File: src/rtl/game_menu_select.sv
// game_menu_select: N-option menu controller for the VGA game shell.
// Moves a cursor with frame-sampled buttons, issues a start request and
// holds it until it is acknowledged, and drives the menu pixel colour and
// the 7-segment mode readout.
module game_menu_select #(
    parameter int unsigned NUM_OPTIONS    = 4,
    parameter int unsigned LOCKOUT_FRAMES = 30,
    parameter bit          WRAP           = 1'b1,
    parameter int unsigned DEFAULT_IDX    = 0,
    parameter logic [7:0]  TITLE_COLOR    = 8'b000_011_11,
    parameter logic [7:0]  OPT_COLOR      = 8'b010_010_01,
    parameter logic [7:0]  SEL_COLOR      = 8'b111_000_00,
    parameter logic [7:0]  CONF_COLOR     = 8'b000_111_00,
    parameter logic [7:0]  BG_COLOR       = 8'b111_111_11,
    localparam int unsigned IDX_W         = (NUM_OPTIONS > 1) ? $clog2(NUM_OPTIONS) : 1
) (
    input  logic                   clock,
    input  logic                   reset_n,
    input  logic                   frame_tick,
    input  logic [3:0]             btn,
    input  logic                   menu_reopen,
    input  logic                   title_hit,
    input  logic [NUM_OPTIONS-1:0] option_hit,
    input  logic                   start_ack,
    output logic [7:0]             pixel_color,
    output logic [IDX_W-1:0]       sel_idx,
    output logic                   start_req,
    output logic                   mode_locked,
    output logic [6:0]             hexout,
    output logic [6:0]             hexout2
);

    localparam int unsigned CNT_W = 8;
    localparam logic [CNT_W-1:0] LAST_CNT = CNT_W'(LOCKOUT_FRAMES - 1);
    localparam logic [IDX_W-1:0] LAST_IDX = IDX_W'(NUM_OPTIONS - 1);
    localparam logic [IDX_W-1:0] DEF_IDX  = IDX_W'(DEFAULT_IDX);
    localparam logic [6:0]       SEG_P    = 7'b0001100;
    localparam logic [6:0]       SEG_DASH = 7'b0111111;

    typedef enum logic [1:0] {
        S_LOCKOUT = 2'd0,
        S_BROWSE  = 2'd1,
        S_REQ     = 2'd2,
        S_LOCKED  = 2'd3
    } state_t;

    state_t           state, state_nxt;
    logic [CNT_W-1:0] cnt, cnt_nxt;
    logic [IDX_W-1:0] sel_nxt;
    logic [3:0]       btn_prev;
    logic [3:0]       press;
    logic             up_p, down_p, conf_p, back_p;

    // Active-low 7-segment pattern for the decimal digits 1..9.
    function automatic logic [6:0] seg_digit(input logic [3:0] d);
        case (d)
            4'd1:    seg_digit = 7'b1111001;
            4'd2:    seg_digit = 7'b0100100;
            4'd3:    seg_digit = 7'b0110000;
            4'd4:    seg_digit = 7'b0011001;
            4'd5:    seg_digit = 7'b0010010;
            4'd6:    seg_digit = 7'b0000010;
            4'd7:    seg_digit = 7'b1111000;
            4'd8:    seg_digit = 7'b0000000;
            4'd9:    seg_digit = 7'b0010000;
            default: seg_digit = 7'b1111111;
        endcase
    endfunction

    // Rising-edge detect of the buttons, evaluated only on frame ticks.
    always_comb begin
        press  = frame_tick ? (btn & ~btn_prev) : 4'b0000;
        up_p   = press[0];
        down_p = press[1];
        conf_p = press[2];
        back_p = press[3];
    end

    // Next-state, lockout counter and cursor computation.
    always_comb begin
        state_nxt = state;
        cnt_nxt   = cnt;
        sel_nxt   = sel_idx;
        if (menu_reopen) begin
            state_nxt = S_LOCKOUT;
            cnt_nxt   = '0;
        end else begin
            case (state)
                S_LOCKOUT: begin
                    if (frame_tick) begin
                        if (cnt == LAST_CNT) begin
                            state_nxt = S_BROWSE;
                            cnt_nxt   = '0;
                        end else begin
                            cnt_nxt = cnt + CNT_W'(1);
                        end
                    end
                end
                S_BROWSE: begin
                    if (conf_p) begin
                        state_nxt = S_REQ;
                    end else if (up_p && !down_p) begin
                        if (sel_idx == '0)
                            sel_nxt = WRAP ? LAST_IDX : sel_idx;
                        else
                            sel_nxt = sel_idx - IDX_W'(1);
                    end else if (down_p && !up_p) begin
                        if (sel_idx == LAST_IDX)
                            sel_nxt = WRAP ? '0 : sel_idx;
                        else
                            sel_nxt = sel_idx + IDX_W'(1);
                    end
                end
                S_REQ: begin
                    // Acknowledge takes priority over a same-cycle back press.
                    if (start_ack)
                        state_nxt = S_LOCKED;
                    else if (back_p)
                        state_nxt = S_BROWSE;
                end
                default: ;
            endcase
        end
    end

    // Menu state registers; status and readouts are registered from next-state values.
    always_ff @(posedge clock or negedge reset_n) begin
        if (!reset_n) begin
            state       <= S_LOCKOUT;
            cnt         <= '0;
            sel_idx     <= DEF_IDX;
            btn_prev    <= 4'b0000;
            start_req   <= 1'b0;
            mode_locked <= 1'b0;
            hexout      <= seg_digit(4'(DEF_IDX) + 4'd1);
            hexout2     <= SEG_DASH;
        end else begin
            state       <= state_nxt;
            cnt         <= cnt_nxt;
            sel_idx     <= sel_nxt;
            if (frame_tick)
                btn_prev <= btn;
            start_req   <= (state_nxt == S_REQ);
            mode_locked <= (state_nxt == S_REQ) || (state_nxt == S_LOCKED);
            hexout      <= seg_digit(4'(sel_nxt) + 4'd1);
            hexout2     <= (state_nxt == S_LOCKOUT) ? SEG_DASH : SEG_P;
        end
    end

    logic [NUM_OPTIONS-1:0] sel_mask;
    logic                   hit_sel, hit_other;
    logic [7:0]             pix_nxt;

    // Prioritised colour lookup for the current pixel.
    always_comb begin
        sel_mask  = NUM_OPTIONS'(1) << sel_idx;
        hit_sel   = |(option_hit & sel_mask);
        hit_other = |(option_hit & ~sel_mask);
        pix_nxt   = BG_COLOR;
        if (title_hit)
            pix_nxt = TITLE_COLOR;
        else if (hit_sel)
            pix_nxt = ((state == S_REQ) || (state == S_LOCKED)) ? CONF_COLOR : SEL_COLOR;
        else if (hit_other)
            pix_nxt = OPT_COLOR;
    end

    // One-clock pixel colour register.
    always_ff @(posedge clock or negedge reset_n) begin
        if (!reset_n)
            pixel_color <= BG_COLOR;
        else
            pixel_color <= pix_nxt;
    end

endmodule

File: config.mk
export PLATFORM = sky130hd
export DESIGN_NAME = game_menu_select
export DESIGN_NICKNAME = d
export VERILOG_FILES = /design/src/rtl/game_menu_select.sv
export SDC_FILE = /design/constraint.sdc
export NUM_CORES = 1
export LEC_CHECK = 0
export CAP_MARGIN = 20
export CORE_UTILIZATION = 52
export CTS_CLUSTER_DIAMETER = 200
export DETAILED_ROUTE_END_ITERATION = 12
export HOLD_SLACK_MARGIN = 0.12
export PLACE_DENSITY = 0.81
export SLEW_MARGIN = 20
export SYNTH_ARGS = -nofsm -noshare
export SYNTH_HDL_FRONTEND = slang
export SYNTH_SLANG_ARGS = --single-unit
export TNS_END_PERCENT = 1
File: constraint.sdc
create_clock -name clock -period 5 [get_ports clock]
set_input_delay 0.75 -clock clock [delete_from_list [all_inputs] [get_ports clock]]
set_output_delay 0.75 -clock clock [all_outputs]
set_load 0.005 [all_outputs]
Word level (Yosys, flattened, before mapping)
Memories as Yosys holds them, arrays and structs flattened. A register that Yosys moved wholly into a read port is not among the register bits.
Index checks and enable logic that the tools add are counted.
{ "word_totals": {"rom_bits": 112, "n_memories": 1, "ff_bits": 32, "output_inout_bits": 26} }
{ "mem_list": {"columns": ["name", "words", "width", "read_ports", "rd_ports_with_merged_regs", "write_ports", "line_no", "source"], "rows": [
  ["(no name shown)", 16, 7, 1, 1, 0, "56", "case (d)"]
]} }
{ "op_classes": {"shifts": 1, "bitwise": 5, "n_mux": 24, "n_eq_ne": 7, "addsub": 4, "reduce_logical": 15} }
{ "ops": {"columns": ["operator", "n"], "rows": [
  ["two-way mux 8 bit", 8],
  ["two-way mux 2 bit", 13],
  ["bitwise AND 4 bit", 3],
  ["equality test 2 bit (second input constant)", 5],
  ["adder 8 x 1 -> 8 bit (second input constant)", 1],
  ["equality test 8 x 5 -> 1 bit (second input constant)", 1],
  ["NOT 4 bit", 2],
  ["OR reduction 4 bit", 2],
  ["zero test 2 bit", 3],
  ["two-way mux 6 bit", 1],
  ["case mux 2 bit (3 select lines)", 1],
  ["two-way mux 4 bit", 1],
  ["nonzero test 2 bit", 2],
  ["<< shifter 1 x 2 -> 4 bit (first input constant)", 1],
  ["adder 2 x 1 -> 3 bit (second input constant)", 1],
  ["zero test 1 bit", 3],
  ["adder 2 x 1 -> 2 bit (second input constant)", 1],
  ["equality test 2 x 1 -> 1 bit (second input constant)", 1],
  ["logical AND 1 bit", 2],
  ["logical OR 1 bit", 2],
  ["AND reduction 2 bit", 1],
  ["subtractor 2 x 1 -> 2 bit (second input constant)", 1]
]} }

Longest topological paths before layout
Gate-level depths: netlist of run 1.
{ "depth": {"word_depth": 11, "ltp_mapped": 10, "mapped_depth_nobuf": 10} }

Worst setup path before layout of run 1
Ideal clock, no wire load.
{ "synth_timing": {"path_type": "input -> register", "startpoint": "in menu_reopen", "endpoint": "reg hexout[1]", "arrival_time_ps": 2291, "setup_time_ps": 68, "stages": 8, "setup_slack_ps": 2641, "n_path_buf": 1, "required_ps": 4932, "cell_sequence": "clkbuf_1 nor4_4 o211ai_1 and2_1 ha_1 nand2_1 or3_1 nand3_1"} }
{ "synth_between": {"elab_chain_cells": 2} }
{ "synth_lines": {"columns": ["item", "line_no", "source"], "rows": [
  ["from (decl)", "21", "input logic menu_reopen,"],
  ["two-way mux 2 bit", "84", "if (menu_reopen) begin"],
  ["adder 2 x 1 -> 3 bit", "145", "hexout <= seg_digit(4'(sel_nxt) + 4'd1);"],
  ["to (decl)", "29", "output logic [6:0] hexout,"]
]} }
No other way between the ends.
A chain may end at the register's enable or synchronous reset.

Final worst setup path of run 1
{ "layout_timing": {"startpoint": "in frame_tick", "endpoint": "reg hexout[1]"} }
{ "layout_between": {"elab_chain_cells": 9, "elab_cells_between_ends": 11, "classes_between": "add/sub: 1; mux: 6; reduce/logical: 4"} }
{ "layout_lines": {"columns": ["item", "line_no", "source"], "rows": [
  ["from (decl)", "19", "input logic frame_tick,"],
  ["two-way mux 4 bit (*)", "72", "press = frame_tick ? (btn & ~btn_prev) : 4'b0000;"],
  ["zero test 1 bit", "107", "end else if (down_p && !up_p) begin"],
  ["logical AND 1 bit", "107", null],
  ["two-way mux 2 bit", "107", null],
  ["two-way mux 2 bit", "102", "end else if (up_p && !down_p) begin"],
  ["two-way mux 2 bit (*)", "100", "if (conf_p) begin"],
  ["two-way mux 2 bit (*)", "88", "case (state)"],
  ["two-way mux 2 bit (*)", "84", null],
  ["adder 2 x 1 -> 3 bit (*)", "145", null]
]} }
Mark *: on every way between the ends. The rest lies on a longest branch, timed or not.

==> metrics, run 1 <==
Slowest cell on crit path=clkdlybuf4s50_1; Tightest Hold Check Type=reg2reg; Final Critical Period=2.92 ns; Post-Place Worst Slack=1.81 ns; Final setup violation count=0; worst-margin pin slew=just under 0.6 ns; Pleak=0.881 nW; HPWL after DPL=2340 um; VDD IR-drop max=0.000208 V; Fmax=~340 MHz; skew final=between 0.008 and 0.009 ns; number of synthesized flops with an enable pin=0; WP data required=between 5 and 6 ns; Post-route DRC=0; CP Buf/Inv Count=1; Switching Share=21.9%; status=finished clean; global placement routability congestion=0.898; CP Launch Type=primary input; P_sw=0.123 mW; final cycle utilization of the critical path=58.5%; Rows=20; Seq pwr share=49.7%; vias per inst=5.34; final slew viol count=0; Crit Reg-Reg Endpoint=hexout[1]$_DFF_PN0_; post-route ant nets=0; Netlist cell types=46; die footprint=about 3400 um2; Post-Syn Area=1650 um2; Die Span Y=58.4 um; sequential-to-total area share from yosys stat=49.3%; most frequent cells in the layout=36 x clkdlybuf4s50_1, 20 x dfrtp_1, 12 x dfstp_2; drt first pass iters=5; Synth Area per Inst=10.8 um2; CTS Hold Bufs=0; Final Hold Vio Count=0; maximum root-to-sink buffer count=2; layout cells sized above 1=16.0%; combinational share of power=11.3%; RSZ-0062 raised after global routing=no; clk sinks=32; critical path endpoint category=flip-flop; Yosys reg bits=32; critical path depth=10; Top Family by Delay on Critical Path=simple AND/OR/NAND/NOR gates; Iter 0 DRT Violations=50; Nets=212; postcts setup bufs=0; Critical Path Source=frame_tick; H-tree depth=2; top_reg_cell synth=dfrtp_1; MaxCap Viol Count=0; Cell Pwr Density=269 nW/um2; Ant. Diodes=0; clock root buffer=clkbuf_4; vias in the first global route=~1200; Avg WL per Cell=13.4 um; remaining global-route overflow=0; Power Internal=0.440 mW; initial antenna violation count=0; first-pass GRT wire length=5320 um; Design Power=0.563 mW; Clk pwr share=between 30 and 40%; Crit Path Class=in2reg; CTS tree=yes; initial core utilization=54.6%; Core Util, Final=69.2%; cts bufs inserted=5; post-CTS sizing=0; worst-skew pair later-pin latency=around 0.33 ns; Total GRT Usage=about a fifth; number of port buffers=36; area grow syn2layout=26.7%; asr flop ratio synth=100%; worst setup path endpoint=hexout[1]$_DFF_PN0_; Critical Path Fanout Max=12; largest net degree at the start of global routing=33; Worst slew margin=between 60% and 70%; Reg2Reg Depth=10; via count=roughly 1200; final setup margin=around 2.1 ns; Crit path arrival time=roughly 3.2 ns; final non-filler cell area=about 2100 um2; Critical Path, Cell by Cell=clkdlybuf4s50_1 -> and3b_1 -> nor4_4 -> a22oi_1 -> o22ai_1 -> a21o_1 -> ha_1 -> nand2_1 -> or3_1 -> nand3_1; fillers=221; Die X=about 58 um; yosys warns=0; commonest non-fill, non-tap cell in the layout=clkdlybuf4s50_1; Mapped Cells=about 150; placed cell area=2000 um2; WL final=approximately 3100 um; setup TNS=0 ns; CP max stage delay=0.70 ns; Core Region=3030 um2; RR Startpoint=sel_idx[0]$_DFF_PN0_; Top Ports=40; Worst-path clk slew=0.10 ns; Worst R2R Setup Slack=2.59 ns
[per-stage QoR]
| step | cells | hold slack [ns] |
|---|---|---|
| floorplan | 154 | 0.454 |
| global placement | 224 | 0.482 |
| detailed placement | 224 | 0.491 |
| CTS | 232 | 0.515 |
| global route | 232 | 0.532 |
| finish | 232 | 0.510 |
[layer usage]
| metal | global-route usage [%] | wire length [um] | vias to the layer above |
|---|---|---|---|
| met5 | 0 | 0 | - |
| met3 | 5.27 | 144 | 8 |
| met2 | 34.3 | 1560 | 47 |
| li1 | - | - | 588 |
| met1 | 26.5 | 1340 | 596 |
| met4 | 8.84 | 53 | 0 |
[synthesized netlist by cell type, types with 2 or more instances]
| library cell | instances | area share (%) |
|---|---|---|
| dfrtp_1 | 20 | 30 |
| dfstp_2 | 12 | 19 |
| ha_1 | 11 | 8.3 |
| nand2_1 | 11 | 2.5 |
| nor2_1 | 9 | 2.0 |
| o21ai_0 | 9 | 2.7 |
| buf_4 | 8 | 3.6 |
| inv_1 | 8 | 1.8 |
| a21oi_1 | 6 | 1.8 |
| nand2b_1 | 5 | 1.9 |
| nand3_1 | 5 | 1.5 |
| mux2_2 | 4 | 2.7 |
| a22oi_1 | 3 | 1.4 |
| nor2b_1 | 3 | 1.1 |
| a21o_1 | 2 | 0.91 |
| and2_1 | 2 | 0.76 |
| conb_1 | 2 | 0.45 |
| nor3_1 | 2 | 0.61 |
| nor4b_1 | 2 | 1.1 |
| o22ai_1 | 2 | 0.76 |
| o31ai_1 | 2 | 0.91 |
[worst min path at each step]
stage / from / end / cells past startpoint
6_report: btn_prev[1]$_DFFE_PN0P_ / btn_prev[1]$_DFFE_PN0P_ / 1
5_1_grt: btn_prev[1]$_DFFE_PN0P_ / btn_prev[1]$_DFFE_PN0P_ / 1
4_1_cts: btn_prev[1]$_DFFE_PN0P_ / btn_prev[1]$_DFFE_PN0P_ / 1
3_5_place_dp: btn_prev[1]$_DFFE_PN0P_ / btn_prev[1]$_DFFE_PN0P_ / 1
3_3_place_gp: btn_prev[1]$_DFFE_PN0P_ / btn_prev[1]$_DFFE_PN0P_ / 1
2_1_floorplan: reset_n / btn_prev[0]$_DFFE_PN0P_ / 0
[kinds of logic (layout without fill, tap and decap cells)]
family	Yosys count	after routing	synth area share, %
AOI/OAI and AO/OA	31	31	12.2
xor gates and xnor gates	2	2	1.06
adders and majority gates	11	11	8.32
buffers and inverters	19	53	6.66
DFF	32	32	49.3
muxes	5	5	3.33
other	2	3	0.454
and+or+nand+nor	51	51	18.7
[power groups by stage]
stage	sequential [mW]	combinational, mW	clock (mW)
detailed placement	0.285	0.0642	0
CTS	0.280	0.0645	0.224
floorplan	0.284	0.0308	0
finish	0.280	0.0638	0.219
global placement	0.284	0.0617	0
global route	0.281	0.0711	0.236
[sequential cells by signal, summed over array words and instances (netlist names)]
register     cells
cnt              8
pixel_color      7
hexout           6
btn_prev         4
sel_idx          2
state            2
hexout2          1
mode_locked      1
start_req        1
[layout make-up]
cell class | count | area [um2] | share of cell area (%)
clock buffer | 7 | 65.1 | 3.10
clock inverter | 1 | 30.0 | 1.43
inverter | 8 | 30.0 | 1.43
timing repair buffer | 37 | 368 | 17.6
sequential | 32 | 816 | 38.9
multi-input combinational | 103 | 732 | 34.9
tap | 44 | 55.1 | 2.63
Power figures use the tool's default switching activity.
==> run 2, diff against run 1 <==
--- a/config.mk
+++ b/config.mk
@@ -6,11 +6,11 @@
 export NUM_CORES = 1
 export LEC_CHECK = 0
 export CAP_MARGIN = 20
-export CORE_UTILIZATION = 52
+export CORE_UTILIZATION = 44
 export CTS_CLUSTER_DIAMETER = 200
 export DETAILED_ROUTE_END_ITERATION = 12
 export HOLD_SLACK_MARGIN = 0.12
-export PLACE_DENSITY = 0.81
+export PLACE_DENSITY = 0.73
 export SLEW_MARGIN = 20
 export SYNTH_ARGS = -nofsm -noshare
 export SYNTH_HDL_FRONTEND = slang
==> constraint.sdc (replaced) <==
create_clock -name clock -period 2.59 [get_ports clock]
set_input_delay 0.3885 -clock clock [delete_from_list [all_inputs] [get_ports clock]]
set_output_delay 0.3885 -clock clock [all_outputs]
set_load 0.005 [all_outputs]
==> run 2 against run 1 <==
Effect of this change:
- core utilization shrank 7.5 points
- final cell count grew 3.4%
- first-iteration DRC count shrank 20%
- flip-flop and latch count is the same
- critical path depth shrank 1
- routed wire length shrank 0.45%
- clock skew shrank 0.0067 ns
- via count shrank 0.56%
- highest routed layer unchanged
==> metrics, run 2 (synthesis gave the netlist of run 1 again) <==
Rows=21 (+5.0%); final slew viol count=0 (unchanged); die footprint=4010 um2 (+18%); largest net degree at the start of global routing=33 (unchanged); worst-margin pin slew=0.631 ns (+0.0548 ns); RSZ-0062 raised after global routing=no; vias per inst=5.13 (-3.9%); Critical Path Fanout Max=10 (-2); initial core utilization=47.7% (-6.9 points); final setup margin=0.194 ns (-1.88 ns); post-route ant nets=0 (unchanged); area grow syn2layout=29.4%; Fmax=417 MHz; Nets=218 (+2.8%); most frequent cells in the layout=36 x clkdlybuf4s50_1, 20 x dfrtp_1, 12 x dfstp_2; Cell Pwr Density=494 nW/um2 (+84%); via count=1232 (-0.56%); HPWL after DPL=2310 um (-1.5%); status=finished clean; worst-skew pair later-pin latency=0.28 ns (-0.05 ns); Largest Register=cnt; Crit Reg-Reg Endpoint=hexout[1]$_DFF_PN0_; Worst R2R Setup Slack=0.24 ns (-2.35 ns); clock root buffer=clkbuf_8; post-CTS sizing=0 (unchanged); Post-route DRC=0 (unchanged); H-tree depth=2 (unchanged); number of port buffers=36 (unchanged); Final setup violation count=0 (unchanged); top flop regs=cnt (8), pixel_color (7), hexout (6); RR Startpoint=sel_idx[0]$_DFF_PN0_; maximum root-to-sink buffer count=2 (unchanged); cts bufs inserted=5 (unchanged); Crit path arrival time=2.62 ns (-0.58 ns); Top Ports=40 (unchanged); Crit Path Class=in2reg; final cycle utilization of the critical path=~90%; MaxCap Viol Count=0 (unchanged); drt first pass iters=4 (-1); Iter 0 DRT Violations=40 (-20%); initial antenna violation count=0 (unchanged); CTS tree=yes; setup TNS=0 ns (unchanged); Reg2Reg Depth=10 (unchanged); skew final=0.00170 ns (-0.00669 ns); postcts setup bufs=0 (unchanged); vias in the first global route=1202 (-0.50%); Die X=63.3 um (+8.4%); VDD IR-drop max=0.000386 V (+86%); Ant. Diodes=0 (unchanged); critical path endpoint category=flip-flop; Core Region=3470 um2 (+15%); Worst-path clk slew=0.06 ns (-0.04 ns); Core Util, Final=61.7% (-7.5 points); layout cells sized above 1=18.6% (+2.6 points); Pleak=0.909 nW (+3.2%); Avg WL per Cell=12.9 um (-3.8%); clk sinks=32 (unchanged); CTS Hold Bufs=0 (unchanged); global placement routability congestion=0.828 (-7.8%); first-pass GRT wire length=5570 um (+4.7%); Tightest Hold Check Type=in2async; WP data required=2.81 ns (-2.47 ns); Final Critical Period=between 2 and 2.5 ns; Final Hold Vio Count=0 (unchanged); Post-Place Worst Slack=-0.0439 ns (-1.85 ns); WL final=3090 um (-0.45%); fillers=305 (+38%); commonest non-fill, non-tap cell in the layout=clkdlybuf4s50_1; CP Launch Type=primary input; Die Span Y=63.3 um (+8.4%); Worst slew margin=57.3% (-3.7 points); remaining global-route overflow=0 (unchanged); number of flip-flops in the largest register=8 (unchanged); Total GRT Usage=18.4% (-2.5 points); Design Power=1.06 mW (+88%)
run 2: cell count changes in the layout (fill, tap and decap cells not counted):
cell / delta
clkbuf_4: -5
clkbuf_8: +4
buf_4: +6
bufinv_16: -1
clkinv_2: +2
run 2: power breakdown:
| group | switching (mW) | internal (mW) | leakage, nW |
|---|---|---|---|
| logic | 0.0576 | 0.0685 | 0.464 |
| registers | 0.0124 | 0.528 | 0.394 |
| clock network | 0.180 | 0.212 | 0.0510 |
run 2: layer usage:
metal,track usage [%],wire length [um]
met1,22.2,1360
met5,0,0
met3,5.25,167
met2,30.4,1510
met4,8.52,50
run 2: critical path, cell delays in order:
cell	delay [ns]
clkdlybuf4s50_1	0.50
buf_4	0.17
nor3b_1	0.36
o21ai_0	0.18
a21o_1	0.23
ha_1	0.31
nand2_1	0.07
or3_1	0.31
nand3_1	0.08
run 2: metrics by stage:
stage	cell area, um2	cells	hold slack [ns]
2_1_floorplan	1660	154	0.0929
3_3_place_gp	2050	232	0.480
3_5_place_dp	2050	232	0.487
4_1_cts	2140	240	0.502
5_1_grt	2140	240	0.528
6_report	2140	240	0.501
run 2: how the worst max path moves through the flow:
stage / cells after the start / slack, ns / to / startpoint
floorplan: 10 / 0.48 / hexout[1]$_DFF_PN0_ / sel_idx[0]$_DFF_PN0_
global placement: 10 / 0.07 / hexout[1]$_DFF_PN0_ / btn[0]
detailed placement: 10 / -0.04 / hexout[1]$_DFF_PN0_ / btn[0]
CTS: 10 / 0.24 / hexout[1]$_DFF_PN0_ / sel_idx[0]$_DFF_PN0_
global route: 9 / 0.04 / hexout[1]$_DFF_PN0_ / frame_tick
finish: 9 / 0.19 / hexout[1]$_DFF_PN0_ / frame_tick
run 2: final cells by class:
cell class              count  area [um2]  share of cell area, %
clock buffers               6        82.6                   3.86
flip-flops and latches     32         816                   38.1
clock inverters             2        10.0                  0.468
multi-input cells         103         732                   34.2
well taps                  46        57.6                   2.69
inverters                   8        30.0                   1.40
repair buffers             43         413                   19.3
